==> config.mk <==
export PLATFORM = sky130hd
export DESIGN_NAME = sonar_scheduler
export DESIGN_NICKNAME = d
export VERILOG_FILES = /design/src/rtl/sonar_scheduler.sv
export SDC_FILE = /design/constraint.sdc
export NUM_CORES = 1
export LEC_CHECK = 0
export ABC_AREA = 1
export BUFFER_PORTS_ARGS = -buffer_cell sky130_fd_sc_hd__clkbuf_2
export CAP_MARGIN = 0
export CORE_MARGIN = 1.5
export CORE_UTILIZATION = 54
export CTS_BUF_LIST = sky130_fd_sc_hd__clkbuf_4
export DETAILED_ROUTE_END_ITERATION = 8
export HOLD_SLACK_MARGIN = 0.12
export PLACE_DENSITY = 0.74
export REMOVE_ABC_BUFFERS = 1
export SLEW_MARGIN = 40
export SYNTH_ARGS = -nofsm -noshare
export SYNTH_HDL_FRONTEND = slang
export SYNTH_SLANG_ARGS = --single-unit
==> constraint.sdc <==
create_clock -name clk_50m -period 6.7 [get_ports clk_50m]
set_input_delay 1.34 -clock clk_50m [delete_from_list [all_inputs] [get_ports clk_50m]]
set_output_delay 1.34 -clock clk_50m [all_outputs]
set_load 0.01 [all_outputs]
==> src/rtl/sonar_scheduler.sv <==
// sonar_scheduler: time-multiplexes four ultrasonic rangers (L, R, F1, F2) so only one
// transmits at a time. Each channel in turn is triggered, its echo pulse width is timed and
// converted to whole centimetres, and the result is latched per channel.
//
// Ports:
//   clk_50m          in   system clock (50 MHz)
//   rst              in   asynchronous, active-high reset
//   en               in   scan enable, sampled in IDLE and at the end of GUARD
//   echo[3:0]        in   raw echo inputs (async); bit 0 = L, 1 = R, 2 = F1, 3 = F2
//   trig[3:0]        out  trigger outputs, at most one bit high
//   dist_l/r/f1/f2   out  latched distance in cm, 4095 = no echo / out of range
//   upd[3:0]         out  one-cycle pulse on the channel whose distance was just written
//   cur_ch[1:0]      out  channel currently being serviced
//   busy             out  high in every state except IDLE
module sonar_scheduler #(
  parameter int unsigned TRIG_CYCLES  = 500,
  parameter int unsigned CM_CYCLES    = 2900,
  parameter int unsigned ECHO_TIMEOUT = 1500000,
  parameter int unsigned GUARD_CYCLES = 500000
) (
  input  logic        clk_50m,
  input  logic        rst,
  input  logic        en,
  input  logic [3:0]  echo,
  output logic [3:0]  trig,
  output logic [11:0] dist_l,
  output logic [11:0] dist_r,
  output logic [11:0] dist_f1,
  output logic [11:0] dist_f2,
  output logic [3:0]  upd,
  output logic [1:0]  cur_ch,
  output logic        busy
);

  localparam int unsigned MaxAB  = (ECHO_TIMEOUT > GUARD_CYCLES) ? ECHO_TIMEOUT : GUARD_CYCLES;
  localparam int unsigned MaxCnt = (MaxAB > TRIG_CYCLES) ? MaxAB : TRIG_CYCLES;
  localparam int unsigned CntW   = $clog2(MaxCnt + 1);
  localparam int unsigned SubW   = $clog2(CM_CYCLES + 1);

  localparam logic [11:0] NoEcho = 12'hFFF;

  typedef enum logic [2:0] {
    StIdle,
    StTrig,
    StWaitRise,
    StMeasure,
    StStore,
    StGuard
  } state_e;

  state_e            state_q, state_d;
  logic [CntW-1:0]   cnt_q, cnt_d;
  logic [SubW-1:0]   sub_q, sub_d;
  logic [11:0]       cm_q, cm_d;
  logic [1:0]        ch_q, ch_d;
  logic [3:0]        trig_q, trig_d;
  logic [3:0]        upd_q, upd_d;
  logic [11:0]       dist_q [4];
  logic [3:0]        echo_meta_q, echo_sync_q, echo_prev_q;

  logic              sel_sync, sel_prev, echo_rise, echo_fall;
  logic [SubW-1:0]   sub_step;
  logic [11:0]       cm_step;
  logic              store;
  logic [11:0]       store_val;
  logic [3:0]        ch_onehot;

  // Edge detection on the synchronised echo of the selected channel only.
  assign sel_sync  = echo_sync_q[ch_q];
  assign sel_prev  = echo_prev_q[ch_q];
  assign echo_rise = sel_sync & ~sel_prev;
  assign echo_fall = ~sel_sync & sel_prev;
  assign ch_onehot = 4'b0001 << ch_q;

  // One measured high cycle: advance the sub-counter, roll it into whole centimetres.
  always_comb begin
    sub_step = sub_q + 1'b1;
    cm_step  = cm_q;
    if (sub_step == SubW'(CM_CYCLES)) begin
      sub_step = '0;
      if (cm_q != NoEcho) begin
        cm_step = cm_q + 12'd1;
      end
    end
  end

  always_comb begin
    state_d   = state_q;
    ch_d      = ch_q;
    sub_d     = sub_q;
    cm_d      = cm_q;
    store     = 1'b0;
    store_val = NoEcho;

    unique case (state_q)
      StIdle: begin
        if (en) begin
          state_d = StTrig;
        end
      end
      StTrig: begin
        if (cnt_q == CntW'(TRIG_CYCLES - 1)) begin
          state_d = StWaitRise;
        end
      end
      StWaitRise: begin
        sub_d = '0;
        cm_d  = '0;
        if (echo_rise) begin
          state_d = StMeasure;
        end else if (cnt_q == CntW'(ECHO_TIMEOUT)) begin
          state_d   = StStore;
          store     = 1'b1;
          store_val = NoEcho;
        end
      end
      StMeasure: begin
        // The cycle in which the fall is seen still counts as a high cycle.
        sub_d = sub_step;
        cm_d  = cm_step;
        if (echo_fall) begin
          state_d   = StStore;
          store     = 1'b1;
          store_val = cm_step;
        end else if (cnt_q == CntW'(ECHO_TIMEOUT - 1)) begin
          state_d   = StStore;
          store     = 1'b1;
          store_val = NoEcho;
        end
      end
      StStore: begin
        state_d = StGuard;
      end
      StGuard: begin
        if (cnt_q == CntW'(GUARD_CYCLES - 1)) begin
          ch_d    = ch_q + 2'd1;
          state_d = en ? StTrig : StIdle;
        end
      end
      default: begin
        state_d = StIdle;
      end
    endcase

    // Shared counter restarts on every state change.
    cnt_d = (state_d != state_q) ? '0 : cnt_q + 1'b1;
  end

  // Registered outputs: trig follows TRIG state by one cycle; the distance and its upd pulse
  // land together on the edge that enters STORE.
  assign trig_d = (state_q == StTrig) ? ch_onehot : 4'b0000;
  assign upd_d  = store ? ch_onehot : 4'b0000;

  always_ff @(posedge clk_50m or posedge rst) begin
    if (rst) begin
      state_q     <= StIdle;
      cnt_q       <= '0;
      sub_q       <= '0;
      cm_q        <= '0;
      ch_q        <= '0;
      trig_q      <= '0;
      upd_q       <= '0;
      echo_meta_q <= '0;
      echo_sync_q <= '0;
      echo_prev_q <= '0;
      for (int i = 0; i < 4; i++) begin
        dist_q[i] <= NoEcho;
      end
    end else begin
      state_q     <= state_d;
      cnt_q       <= cnt_d;
      sub_q       <= sub_d;
      cm_q        <= cm_d;
      ch_q        <= ch_d;
      trig_q      <= trig_d;
      upd_q       <= upd_d;
      echo_meta_q <= echo;
      echo_sync_q <= echo_meta_q;
      echo_prev_q <= echo_sync_q;
      if (store) begin
        dist_q[ch_q] <= store_val;
      end
    end
  end

  assign trig    = trig_q;
  assign upd     = upd_q;
  assign cur_ch  = ch_q;
  assign busy    = (state_q != StIdle);
  assign dist_l  = dist_q[0];
  assign dist_r  = dist_q[1];
  assign dist_f1 = dist_q[2];
  assign dist_f2 = dist_q[3];

endmodule

# Yosys cells after proc, flatten, opt, wreduce, memory -nomap -nowiden
# Index checks and enable logic that the tools add are counted.
[op_classes]
add_sub_neg = 4
n_lt_le_gt_ge = 3
muxes = 31
bitwise_logic = 5
n_shift = 1
mul = 0
eq_ne = 12
reduce_logical = 5
div = 0
[ops]
columns = ["cell", "count"]
rows = [
  ["$mux 12", 6],
  ["$bwmux 48", 1],
  ["$pmux 12 s2", 2],
  ["$eq 21x21->1 const B", 2],
  ["$add 12x1->12 const B", 2],
  ["$demux 12 s2", 1],
  ["$add 21x1->21 const B", 1],
  ["$eq 21x19->1 const B", 1],
  ["$eq 21x9->1 const B", 1],
  ["$mux 21", 1],
  ["$mux 3", 7],
  ["$pmux 3 s6", 1],
  ["$eq 12x12->1 const B", 1],
  ["$ne 12x12->1 const B", 1],
  ["$mux 4", 2],
  ["$mux 1", 7],
  ["$eq 3x2->1 const B", 2],
  ["$eq 3x3->1 const B", 2],
  ["$bmux 1 s2", 2],
  ["$shl 1x2->4 const A", 1],
  ["$eq 3x1->1 const B", 1],
  ["$ge 3x3->1 const B", 1],
  ["$logic_not 3->1", 1],
  ["$lt 2x3->1 const B", 1],
  ["11 further kinds", 13],
]
[word_totals]
ff_bits = 118
latch_bits = 0
elab_cells = 75
out_inout_bits = 59
memories = 0
rom_bits = 0
in_bits = 7
mem_bits_rw = 0

# Logic depth before layout (Yosys ltp)
[depth]
word_depth = 8
ltp_mapped = 15
depth_no_buf = 15

# Worst setup path after synthesis
# No wires, ideal clock.
[synth_timing]
path_type = "register to output"
startpoint = "register state_q[0]"
endpoint = "output port busy"
arrival_time_ps = 638
setup_slack_ps = 4722
n_path_buf = 0
required_ps = 5360
path_stages_with_launch = 3
path_cell_list = "dfrtp_1 -> inv_1 -> nand3_1"
[synth_via]
elab_chain_cells = 1
[synth_lines]
columns = ["element", "line_no", "source"]
rows = [
  ["start, declared", "51", "state_e state_q, state_d;"],
  ["start signal, assigned", "156", "state_q <= StIdle;"],
  ["start signal, assigned", "170", "state_q <= state_d;"],
  ["$reduce_bool 3->1", "189", "assign busy = (state_q != StIdle);"],
  ["end, declared", "32", "output logic busy"],
]
# No other way between the ends.

# Worst setup path after layout
[layout_timing]
startpoint = "register state_q[1]"
endpoint = "register dist_q, in the netlist dist_r[1]"
[layout_via]
elab_chain_cells = 3
word_cells_on_any_way = 5
classes_between = "eq/ne (2); mux (3)"
[layout_lines]
columns = ["element", "line_no", "source"]
rows = [
  ["$eq 3x2->1", "95", "unique case (state_q)"],
  ["$mux 12", "-", ""],
  ["$bwmux 48", "181", "dist_q[ch_q] <= store_val;"],
  ["end signal, assigned by index", "167", "dist_q[i] <= NoEcho;"],
  ["end signal, assigned by index", "181", ""],
  ["end, declared", "58", "logic [11:0] dist_q [4];"],
]
# Parallel ways exist; a longest one is shown, timed or not.
# A chain may end at the register's enable or synchronous reset.

==> results.yml <==
yosys:
  ys_ff_latch: 118
  syn_inst: 798
  synth_cell_types: 29
  synth_edf_count: 0
  yosys_most_used_dff: "dfrtp_1"
  yosysTopAreaCell: "dfrtp_1"
  synthTopCellsByCount: "291 x nand2_1, 79 x inv_1, 79 x nor2_1, 70 x dfrtp_1, 60 x nand3_1"
  syn-mean-instance-area_um2: 7.747
  synth_top_area_share_pct: 28.33
  yosysMostFrequentCell: "nand2_1"
  synthTopCellsByArea: "dfrtp_1 28%, dfstp_2 20%, nand2_1 18%"
  ys_seq_area_share_pct: 48.74
  yosysWarnings: 0
  mappedNetlistArea_um2: 6182
  async_flop_share_pct: 100.0
status:
  status: "complete, no violations"
timing:
  clock_skew_ns: 0.01701
  rsz0062_at_grt: "false"
  finalCriticalPeriod_ns: 2.941
  setup_tns_ns: 0
  hold_viol_final: 0
  setup_viol: 0
  max_freq_ghz: 0.3400
  worst_pin_slew_ns: 0.7491
  slew_headroom_pct: 50.00
  slew_viol_final: 0
  period_share_pct: 43.90
cts:
  cts_setup_buffers: 0
  h-tree-depth: 4
  post_cts_resized: 0
  cts_made_buffers: 17
  tritoncts: "yes"
  clock_path_buffers: 2
  clk_latency_ns: 0.55
  cts_sinks: 118
  cts_hold_buf: 0
  clkSlewWorstSetupHoldPaths_ns: 0.12
  cts_root_buf: "clkbuf_4"
grt:
  antenna_found_initial: 0
  grt_max_degree: 85
  first_global_vias: 5223
  track_usage_pct: 26.94
  grt_first_pass_wirelength_um: 24780
  gr-total-overflow: 0
placed_design:
  numPortBuffers: 65
  place.gp.congestion: 0.9167
  dpl.hpwl_um: 10690
worst_setup_path:
  crit_fanout: 24
  worstSetupStartpointType: "register"
  cp.required_ns: 7.19
  critPathKind: "register to register"
  crit_path_end_kind: "register"
  crit_arrival_ns: 3.43
detailed_routing:
  drt_wl_total_um: 14890
  drt_iter0_drc: 526
  viasPerCell: 5.325
  drt_first_pass_iters: 7
  ant_nets: 0
  remaining_drc_errors: 0
  wl_per_cell_um: 14.63
  vias: 5421
pwr:
  cellPowerDensity_nw_per_um2: 177.0
  irDropWorstVdd_uv: 197.3
  static-leakage-power_nw: 3.328
floorplanning:
  core_area_um2: 10980
  start_util_pct: 56.29
  fp.dieH_um: 110.0
  die_area_um2: 12100
  io_pins: 66
  die_w_um: 110.0
  std_cell_rows: 38
cells_and_area:
  fin_nets: 880
  drive_gt1_share_pct: 22.44
  final_util_pct: 62.11
  n_antenna_cell: 0
  area_growth_pct: 10.34
run:
  drv_cap: 0
worst_hold_path:
  holdCritPathClass: "register to register"
==> area by class of cell <==
cell class,instances,area (um^2)
repair buffers,66,336.6
well taps,140,175.2
clock inverters,15,131.4
clock buffers,17,127.6
fillers,986,4161
flip-flops and latches,118,3013
inverters,91,344.1
multi-input cells,571,2694
==> power by group <==
part / switching, mW / leakage [nW] / internal, mW / total (mW)
clock network: 0.287 / 0.130 / 0.184 / 0.471
registers: 0.00128 / 1.42 / 0.717 / 0.718
logic: 0.0154 / 1.78 / 0.00288 / 0.0182
==> worst max-delay path, cell delays in order, from the launching register on <==
cell	delay, ns
dfrtp_1	0.44
inv_2	0.07
nor2_4	0.48
inv_2	0.10
nor2_2	0.40
inv_2	0.28
nor2_2	0.66
nand2_2	0.22
nand2_1	0.13
nand2_1	0.08
==> through the flow <==
stage          instances  instance area (um^2)  setup WS, ns  power, mW  hold WS [ns]
3_3_place_gp         986                  6554         3.922     0.7495        0.3404
2_1_floorplan        780                  6043         2.310     0.7427        0.3312
3_5_place_dp         986                  6558         3.844     0.7503        0.3355
6_report            1018                  6822         3.759      1.207        0.3642
4_1_cts             1018                  6817         3.811      1.222        0.3663
5_1_grt             1018                  6822         3.526      1.255        0.3712
==> sequential cells by signal, summed over array words and instances (netlist names), 3 cells and up <==
register,cells
dist_l,12
trig,4
dist_r,12
dist_f2,12
cm_q,12
upd,4
echo_meta_q,4
state_q,3
cnt_q,21
echo_prev_q,4
sub_q,12
echo_sync_q,4
dist_f1,12
==> path summary, 6_finish.rpt <==
check                               start        endpoint  slack, ns  depth (start not counted)
setup / recovery               state_q[1]       dist_r[1]       3.76                          9
hold / removal             echo_meta_q[2]  echo_sync_q[2]       0.36                          0
setup reg to reg               state_q[1]       dist_r[1]       3.76                          9
hold reg to reg            echo_meta_q[2]  echo_sync_q[2]       0.36                          0
max in group asynchronous             rst         cm_q[0]       4.84                          3
min in group asynchronous             rst        cnt_q[7]       0.78                          2
==> cells by family (layout without fill, tap and decap cells) <==
logic type	after synthesis	after routing	synth area share, %
AO/OA/AOI/OAI	39	39	3.562
XOR/XNOR	21	21	2.975
adder cells (fa/ha/maj)	8	8	1.619
buffers and inverters	109	189	7.771
flip-flops	118	118	48.74
AND/OR/NAND/NOR	503	503	35.34
==> layout by cell type, fill, tap and decap left out, types with 10 or more instances in the layout <==
cell | synthesis | layout
nor2_1 | 79 | 79
nand2_2 | 18 | 18
nand4_1 | 12 | 12
dfstp_2 | 48 | 48
clkbuf_2 | 0 | 65
nor3_1 | 15 | 15
xor2_1 | 20 | 20
o21ai_0 | 16 | 16
clkbuf_4 | 0 | 17
nand2_1 | 291 | 291
inv_2 | 12 | 12
nand3_1 | 60 | 59
dfrtp_1 | 70 | 70
inv_1 | 79 | 78
o22ai_1 | 16 | 16
nor2_4 | 10 | 10
==> per-layer routing <==
| layer | share of wire (%) | track usage [%] | wire [um] | up-vias |
|---|---|---|---|---|
| met2 | 47 | 41.53 | 7029 | 197 |
| met3 | 5.8 | 6.467 | 858 | 36 |
| li1 | - | - | - | 2632 |
| met1 | 44 | 36.92 | 6617 | 2556 |
| met5 | 0 | 0 | 0 | - |
| met4 | 2.6 | 10.30 | 383 | 0 |
(Power assumes the default switching activity.)
